## config.mk

```make
export PLATFORM = sky130hd
export DESIGN_NAME = ik_swift_hps_master_0_p2b_converter
export DESIGN_NICKNAME = d
export VERILOG_FILES = /design/src/rtl/ik_swift_hps_master_0_p2b_converter.sv
export SDC_FILE = /design/constraint.sdc
export NUM_CORES = 1
export LEC_CHECK = 0
export ABC_AREA = 1
export BUFFER_PORTS_ARGS = -buffer_cell sky130_fd_sc_hd__buf_4
export CELL_PAD_IN_SITES_DETAIL_PLACEMENT = 1
export CELL_PAD_IN_SITES_GLOBAL_PLACEMENT = 2
export CORE_ASPECT_RATIO = 0.5
export CORE_MARGIN = 1.5
export CORE_UTILIZATION = 26
export CTS_CLUSTER_SIZE = 12
export DETAILED_ROUTE_END_ITERATION = 8
export PLACE_DENSITY = 0.78
export SKIP_LAST_GASP = 1
export SYNTH_ARGS = -nofsm -noshare
export SYNTH_HDL_FRONTEND = slang
export SYNTH_SLANG_ARGS = --single-unit
export TNS_END_PERCENT = 10
```

## constraint.sdc

```tcl
create_clock -name clk -period 1.7 [get_ports clk]
set_input_delay 0.34 -clock clk [delete_from_list [all_inputs] [get_ports clk]]
set_output_delay 0.34 -clock clk [all_outputs]
set_load 0.01 [all_outputs]
```

## src/rtl/ik_swift_hps_master_0_p2b_converter.sv

```systemverilog
// Avalon-ST packets-to-bytes encoder: serialises channel/SOP/EOP/data of each beat
// into one escaped byte stream with a combinational data path and a token-sequencing FSM.
//
// state       | meaning (next token to emit)
// ST_BEGIN    | first applicable token of the beat (CHAN mark, SOP, EOP or data)
// ST_CHAN_VAL | channel byte, or ESC if the channel byte is reserved
// ST_CHAN_ESC | escaped channel byte (channel ^ 0x20)
// ST_SOP      | SOP marker
// ST_EOP      | EOP marker
// ST_DATA     | data byte, or ESC if the data byte is reserved
// ST_DATA_ESC | escaped data byte (data ^ 0x20)
module ik_swift_hps_master_0_p2b_converter #(
  parameter int CHANNEL_WIDTH = 8
) (
  input  logic                     clk,
  input  logic                     reset,
  output logic                     in_ready,
  input  logic                     in_valid,
  input  logic [7:0]               in_data,
  input  logic [CHANNEL_WIDTH-1:0] in_channel,
  input  logic                     in_startofpacket,
  input  logic                     in_endofpacket,
  input  logic                     out_ready,
  output logic                     out_valid,
  output logic [7:0]               out_data
);

  localparam logic [7:0] SOP_CHAR  = 8'h7A;
  localparam logic [7:0] EOP_CHAR  = 8'h7B;
  localparam logic [7:0] CHAN_CHAR = 8'h7C;
  localparam logic [7:0] ESC_CHAR  = 8'h7D;
  localparam logic [7:0] ESC_XOR   = 8'h20;

  typedef enum logic [2:0] {
    ST_BEGIN,
    ST_CHAN_VAL,
    ST_CHAN_ESC,
    ST_SOP,
    ST_EOP,
    ST_DATA,
    ST_DATA_ESC
  } state_t;

  state_t     state_q, state_d;
  logic       chan_known_q, chan_known_d;
  logic [7:0] last_channel_q, last_channel_d;

  logic [7:0] chan8;
  logic       need_chan;
  logic       chan_rsvd;
  logic       data_rsvd;
  state_t     after_chan;
  state_t     after_sop;
  state_t     tok_next;
  logic [7:0] tok_data;
  logic       final_tok;
  logic       advance;

  always_comb begin
    chan8      = 8'(in_channel);
    need_chan  = in_startofpacket || !chan_known_q || (chan8 != last_channel_q);
    chan_rsvd  = (chan8 >= SOP_CHAR) && (chan8 <= ESC_CHAR);
    data_rsvd  = (in_data >= SOP_CHAR) && (in_data <= ESC_CHAR);
    after_chan = in_startofpacket ? ST_SOP : (in_endofpacket ? ST_EOP : ST_DATA);
    after_sop  = in_endofpacket ? ST_EOP : ST_DATA;

    tok_data  = 8'h00;
    tok_next  = state_q;
    final_tok = 1'b0;

    case (state_q)
      ST_BEGIN: begin
        // Skip straight to the first token this beat actually needs.
        if (need_chan) begin
          tok_data = CHAN_CHAR;
          tok_next = ST_CHAN_VAL;
        end else if (in_startofpacket) begin
          tok_data = SOP_CHAR;
          tok_next = after_sop;
        end else if (in_endofpacket) begin
          tok_data = EOP_CHAR;
          tok_next = ST_DATA;
        end else if (data_rsvd) begin
          tok_data = ESC_CHAR;
          tok_next = ST_DATA_ESC;
        end else begin
          tok_data  = in_data;
          tok_next  = ST_BEGIN;
          final_tok = 1'b1;
        end
      end
      ST_CHAN_VAL: begin
        if (chan_rsvd) begin
          tok_data = ESC_CHAR;
          tok_next = ST_CHAN_ESC;
        end else begin
          tok_data = chan8;
          tok_next = after_chan;
        end
      end
      ST_CHAN_ESC: begin
        tok_data = chan8 ^ ESC_XOR;
        tok_next = after_chan;
      end
      ST_SOP: begin
        tok_data = SOP_CHAR;
        tok_next = after_sop;
      end
      ST_EOP: begin
        tok_data = EOP_CHAR;
        tok_next = ST_DATA;
      end
      ST_DATA: begin
        if (data_rsvd) begin
          tok_data = ESC_CHAR;
          tok_next = ST_DATA_ESC;
        end else begin
          tok_data  = in_data;
          tok_next  = ST_BEGIN;
          final_tok = 1'b1;
        end
      end
      ST_DATA_ESC: begin
        tok_data  = in_data ^ ESC_XOR;
        tok_next  = ST_BEGIN;
        final_tok = 1'b1;
      end
      default: begin
        tok_next = ST_BEGIN;
      end
    endcase

    advance   = in_valid && out_ready && !reset;
    out_valid = in_valid && !reset;
    out_data  = tok_data;
    in_ready  = advance && final_tok;

    state_d        = advance ? tok_next : state_q;
    chan_known_d   = chan_known_q || in_ready;
    last_channel_d = in_ready ? chan8 : last_channel_q;
  end

  always_ff @(posedge clk) begin
    if (reset) begin
      state_q        <= ST_BEGIN;
      chan_known_q   <= 1'b0;
      last_channel_q <= 8'h00;
    end else begin
      state_q        <= state_d;
      chan_known_q   <= chan_known_d;
      last_channel_q <= last_channel_d;
    end
  end

endmodule

```

==> metrics.md, run 1 <==
| Metric | Value |
|---|---|
| Top post-synthesis cells by area | `nand2_1 22%, dfxtp_1 19%, inv_1 10%` |
| Startpoint types | `flip-flop` |
| Part of the power in combinational logic | `29.1%` |
| Internal | `612 µW` |
| Largest net degree at the start of global routing | `17` |
| Crit path DAT | `1.66 ns` |
| Seq pwr share | `32.3%` |
| Crit path capture type | `primary output` |
| FP Rows | `17` |
| Final WS setup | `-0.301 ns` |
| Fmax | `500 MHz` |
| Root Driver | `clkbuf_8` |
| Setup Viol. Count Final | `17` |
| Worst-case hold path end point | `chan_known_q` |
| Ant. Diodes | `0` |
| Filler cell count | `634` |
| Total power | `879 µW` |
| Switching fraction of total power | `30.3%` |
| Worst-Skew Late Latency | `0.26 ns` |
| Failing checks | `setup timing` |
| CTS Sinks | `12` |
| CP max stage delay | `0.38 ns` |
| Placed Area | `1900 µm²` |
| Worst IR Drop VDD | `0.236 mV` |
| Core Area | `4530 µm²` |
| WL/cell | `12.5 µm` |
| Die area | `5320 µm²` |
| DRC violations left | `0` |
| Setup CP Type | `reg -> out` |
| Worst slew margin | `80.2%` |
| Clock tree from TritonCTS | `built` |
| Clk buf depth | `2` |
| Layout cells sized above 1 | `39.6%` |
| Global-route wire length before repair | `7990 µm` |
| Count leader, synth | `nand2_1` |
| Tmin final | `2.00 ns` |
| Sequential cell area | `253 µm²` |
| Multi-input gate area | `871 µm²` |
| Grt ovf | `0` |
| CTS Buf Count | `3` |
| DRT Wirelength | `4730 µm` |
| Cts hold-fix bufs | `0` |
| Final Slew Violations | `0` |
| CP max-delay cell | `dfxtp_4` |
| Mapped cell area | `1270 µm²` |
| Syn Inst Count | `229` |
| Hold path cells | `2` |
| RD Place Congestion | `0.803` |
| R2R cell count | `14` |
| Leakage | `1.06 nW` |
| Worst hold slack | `0.289 ns` |
| Antenna-violating nets left | `0` |
| Final period util | `118%` |
| WP data required | `1.36 ns` |
| Post-DP HPWL | `4010 µm` |
| Initial antenna violation count | `0` |
| RSZ-0062 raised after global routing | `true` |
| Post-synth EDFFs | `0` |
| DRC violation total after the first TritonRoute iteration | `31` |
| Via density | `4.58` |
| Via count | `1736` |
| Worst r2r src | `chan_known_q` |
| Hold path start | `reset` |
| Top_reg_cell synth | `dfxtp_1` |
| Worst Skew | `0.00143 ns` |
| Power Density | `433 nW/µm²` |
| Setup WS pre-CTS | `-0.184 ns` |
| Area Overhead vs Synth | `60.4%` |
| Most used cell, CP | `nand3_1` |
| Vias in the first global route | `1708` |
| Cells along the critical path | `inv_1, nand3_1, nand3b_1, o21ai_0, a221oi_1, nand3_1, buf_4` |
| Design area | `2030 µm²` |
| Die X-Extent | `102 µm` |
| Worst-Margin Slew | `0.297 ns` |
| Final hold violation count | `0` |
| Syn_area_per_cell | `5.53 µm²` |
| Yosys reg bits | `12` |
| Final #Nets | `337` |
| Clock power share | `38.5%` |
| Clock slew at reported path FFs | `0.06 ns` |
| Worst hold path class | `in -> reg` |
| Worst Path Max Fanout | `6` |
| Seq/Total Area, Yosys | `19.0%` |
| Status | `complete, but fails checks` |
| # H-tree levels | `1` |
| Net Switching | `266 µW` |
| Syn. warnings | `0` |
| FFs w/ async S/R, synth | `0%` |
| Post-synth top area cell | `nand2_1` |
| Setup TNS | `-2.85 ns` |
| GR Util All Layers | `19.9%` |
| Syn_nets | `252` |
| Die Y | `52.3 µm` |
| Max-Cap Viols | `0` |
| DRT Pass-1 Iters | `4` |
| Yosys cell types | `27` |
| Reg2reg end | `last_channel_q[3]` |
| Starting Density | `27.9%` |
| # port buffers | `31` |
| Io pins | `32` |
| Most frequent cells after synthesis | `74 x nand2_1, 34 x inv_1, 26 x nor2_1, 25 x nand3_1, 12 x dfxtp_1` |
| Post-synth top area share | `21.9%` |
| Worst R2R Setup Slack | `-0.10 ns` |
[layer usage]
| metal | routed length [µm] | up-vias | track usage, % |
|---|---|---|---|
| li1 | - | 903 | - |
| met1 | 2350 | 805 | 26.3 |
| met2 | 2180 | 23 | 33.3 |
| met3 | 132 | 5 | 2.80 |
| met4 | 68 | 0 | 6.94 |
| met5 | 0 | - | 0 |
[area by class of cell]
| class | count | share of cell area [%] |
|---|---|---|
| sequential | 12 | 12.4 |
| inverter | 39 | 7.21 |
| clock buffer | 4 | 2.71 |
| multi-input combinational | 175 | 42.9 |
| timing repair buffer | 83 | 30.7 |
| tap | 66 | 4.07 |
[how the worst max path moves through the flow]
stage | start | end | depth (start not counted)
global route | last_channel_q[7] | out_data[4] | 11
floorplan | in_startofpacket | out_data[3] | 8
finish | state_q[1] | out_data[2] | 7
CTS | chan_known_q | in_ready | 11
detailed placement | in_data[7] | in_ready | 12
global placement | in_channel[7] | out_data[5] | 12
[logic make-up after synthesis]
kind of cell	after synthesis	share of synthesized area, %
DFF	12	19.0
and+or+nand+nor	143	50.0
adders and majority gates	1	0.988
buffers and inverters	42	14.0
AOI/OAI and AO/OA	29	14.6
xor gates and xnor gates	2	1.38
[power groups by stage]
stage                     sequential [mW]  combinational [mW]  clock [mW]
after floorplan                     0.291               0.103           0
after global placement              0.291               0.249           0
after detailed placement            0.292               0.254           0
after CTS                           0.284               0.257       0.351
after global routing                0.284               0.286       0.362
final                               0.284               0.256       0.339
[state kept, by name, indices dropped and copies added (netlist names)]
| signal | count |
|---|---|
| chan_known_q | 1 |
| last_channel_q | 8 |
| state_q | 3 |
[placed cells by master (no fill, tap or decap)]
cell type / n
buf_4: 83
nand2_1: 70
inv_1: 32
nand3_1: 24
nor2_1: 23
a21oi_1: 10
inv_2: 7
a21oi_2: 7
dfxtp_2: 7
o21ai_0: 6
nand4_1: 6
nand2_2: 5
nor2_2: 5
clkbuf_8: 4
dfxtp_1: 4
nand3b_1: 3
nand3_2: 3
xnor2_1: 2
o21ai_1: 2
a221oi_1: 2
nor2_4: 1
nand2_4: 1
and2_1: 1
o211ai_1: 1
nor3_1: 1
o221ai_1: 1
ha_1: 1
dfxtp_4: 1
[metrics by stage]
stage	instances	util (%)
2_1_floorplan	229	-
3_3_place_gp	369	41.8
3_5_place_dp	369	41.8
4_1_cts	377	44.4
5_1_grt	379	44.8
6_report	379	44.8
[critical path, delay by kind of cell (launching register included)]
family          cells  cell delay [ns]
compound gates      2             0.35
buf+inv             2             0.23
flops               1             0.38
simple gates        3             0.46
[timing repair]
item	CTS	global route
resized for setup	18	2
pin swaps	8	5
gates cloned	0	0
setup endpoints to repair	9	17
buffers inserted	4	2
Note: power is estimated with default switching activity, not from simulation.
==> inputs of run 2 (changes only) <==
--- a/config.mk
+++ b/config.mk
@@ -14,7 +14,7 @@
 export CORE_UTILIZATION = 26
 export CTS_CLUSTER_SIZE = 12
 export DETAILED_ROUTE_END_ITERATION = 8
-export PLACE_DENSITY = 0.78
+export PLACE_DENSITY = 0.79
 export SKIP_LAST_GASP = 1
 export SYNTH_ARGS = -nofsm -noshare
 export SYNTH_HDL_FRONTEND = slang
==> run 2 against run 1 <==
First-iteration DRC count increased by 23%. Utilization fell by 0.30 points. The flow still finishes with violations (setup timing). Routed wire length rose by 7.2%.
==> metrics.md, run 2 (synthesis gave the netlist of run 1 again) <==
| Metric | Value |
|---|---|
| Worst setup startpoint | `last_channel_q[6]` |
| Antenna-violating nets left | `0 (unchanged)` |
| Via count | `1752 (+0.92%)` |
| Ant. Diodes | `0 (unchanged)` |
| Worst r2r src | `chan_known_q` |
| Max-Cap Viols | `0 (unchanged)` |
| Core Area | `4530 µm² (unchanged)` |
| CP max stage delay | `0.33 ns (-0.05 ns)` |
| Fmax | `503 MHz (+0.64%)` |
| Layout cells sized above 1 | `39.2% (-0.46 points)` |
| Most used cell, CP | `nand2_1` |
| WL/cell | `13.5 µm (+8.3%)` |
| Die Y | `52.3 µm (unchanged)` |
| Multi-input gate area | `885 µm² (+1.6%)` |
| Worst IR Drop VDD | `0.252 mV (+7.2%)` |
| Area Overhead vs Synth | `59.3%` |
| DRT Wirelength | `5070 µm (+7.2%)` |
| Cts hold-fix bufs | `0 (unchanged)` |
| Worst slew margin | `78.6% (-1.6 points)` |
| Sequential cell area | `255 µm² (+0.99%)` |
| Worst Skew | `0.00191 ns (+0.000484 ns)` |
| FP Rows | `17 (unchanged)` |
| Biggest regs | `last_channel_q: 8 flops, state_q: 3 flops, chan_known_q: 1 flops` |
| DRC violations left | `0 (unchanged)` |
| # H-tree levels | `1 (unchanged)` |
| Most common cell after layout, fill and taps aside | `buf_4` |
| Global-route wire length before repair | `8140 µm (+1.8%)` |
| Setup Viol. Count Final | `17 (unchanged)` |
| Largest net degree at the start of global routing | `20 (+3)` |
| Final Slew Violations | `0 (unchanged)` |
| Worst-Margin Slew | `0.319 ns (+0.0222 ns)` |
| Post-DP HPWL | `4170 µm (+4.0%)` |
| Tmin final | `1.99 ns (-0.0126 ns)` |
| Total power | `870 µW (-1.0%)` |
| Worst hold path class | `in -> reg` |
| DRT Pass-1 Iters | `4 (unchanged)` |
| Worst-Skew Late Latency | `0.24 ns (-0.02 ns)` |
| Startpoint types | `flip-flop` |
| Leakage | `1.04 nW (-1.4%)` |
| Biggest register | `last_channel_q` |
| Die area | `5320 µm² (unchanged)` |
| DRC violation total after the first TritonRoute iteration | `38 (+23%)` |
| Final hold violation count | `0 (unchanged)` |
| Worst hold slack | `0.295 ns (+0.00645 ns)` |
| Final WS setup | `-0.289 ns (+0.0126 ns)` |
| WP data required | `1.36 ns (about the same)` |
| Crit path capture type | `primary output` |
| Filler cell count | `644 (+1.6%)` |
| Cells along the critical path | `inv_1, nand2_1, nand2_1, nor2_1, nand2_1, nor2_2, nand2_2, buf_4, nand2_1, nand3_1, buf_4` |
| CP max-delay cell | `dfxtp_2` |
| Clock tree from TritonCTS | `built` |
| RD Place Congestion | `0.802 (-0.12%)` |
| Initial antenna violation count | `0 (unchanged)` |
| Setup CP Type | `reg -> out` |
| CTS Sinks | `12 (unchanged)` |
| Setup WS pre-CTS | `-0.190 ns (-0.00564 ns)` |
| Grt ovf | `0 (unchanged)` |
| Clock slew at reported path FFs | `0.06 ns (about the same)` |
| Die X-Extent | `102 µm (unchanged)` |
| Final #Nets | `333 (-1.2%)` |
| Final period util | `117% (-0.74 points)` |
| Status | `complete, but fails checks` |
| Crit path DAT | `1.65 ns (about the same)` |
| Power Density | `431 nW/µm² (-0.37%)` |
| Vias in the first global route | `1743 (+2.0%)` |
| Via density | `4.67 (+2.0%)` |
| Failing checks | `setup timing` |
| Largest register FFs | `8 (unchanged)` |
| RSZ-0062 raised after global routing | `true` |
| Io pins | `32 (unchanged)` |
| GR Util All Layers | `20.1% (+0.18 points)` |
| Worst Path Max Fanout | `3 (-3)` |
| Root Driver | `clkbuf_8` |
| Starting Density | `27.9% (unchanged)` |
| # port buffers | `31 (unchanged)` |
| Most frequent cells in the layout | `79 x buf_4, 72 x nand2_1, 33 x inv_1` |
| Clk buf depth | `2 (unchanged)` |
| CTS Buf Count | `3 (unchanged)` |
| Hold path start | `reset` |
==> run 2: what timing repair did <==
action                                  4_1_cts  5_1_grt
gates resized for setup                      13       10
pin swaps                                     1        7
setup buffers                                 0        2
endpoints found under the setup margin       17       17
==> run 2: path summary, 6_finish.rpt <==
check	end	slack (ns)	cells past startpoint
max	out_data[2]	-0.29	11
max reg2reg	last_channel_q[1]	-0.16	13
min reg2reg	chan_known_q	0.48	2
min	chan_known_q	0.30	2
==> run 2: where the power goes <==
group	switching, mW	total [mW]	internal (mW)
Clock	0.116	0.321	0.205
Combinational	0.138	0.265	0.127
Sequential	0.00289	0.284	0.281
==> run 2: worst max-delay path: cells and delay by family (launching register included) <==
family	cells	cell delay [ns]
flip-flops	1	0.33
buffers and inverters	3	0.34
AND/OR/NAND/NOR	8	0.72
==> run 2: per-stage QoR <==
stage          util (%)  std cells  area, µm²  TNS (ns)
3_3_place_gp       41.8        369       1900     -1.64
3_5_place_dp       41.8        369       1900     -2.43
5_1_grt            44.5        375       2020     -5.69
6_report           44.5        375       2020     -3.30
2_1_floorplan         -        229       1270         0
4_1_cts            43.8        373       1990     -2.63
==> run 2: cell type report <==
type,count,area share (%)
multi-input cells,175,43.9
flip-flops and latches,12,12.7
clock buffers,4,2.73
well taps,66,4.09
repair buffers,79,29.4
inverters,39,7.26
==> run 2: layer usage <==
| metal | GRT usage (%) | vias up | share of wire (%) |
|---|---|---|---|
| met1 | 26.3 | 838 | 49 |
| met2 | 36.0 | 23 | 48 |
| met3 | 2.80 | 2 | 3.1 |
| met4 | 2.78 | 0 | 0.39 |
| li1 | - | 889 | - |
| met5 | 0 | - | 0 |
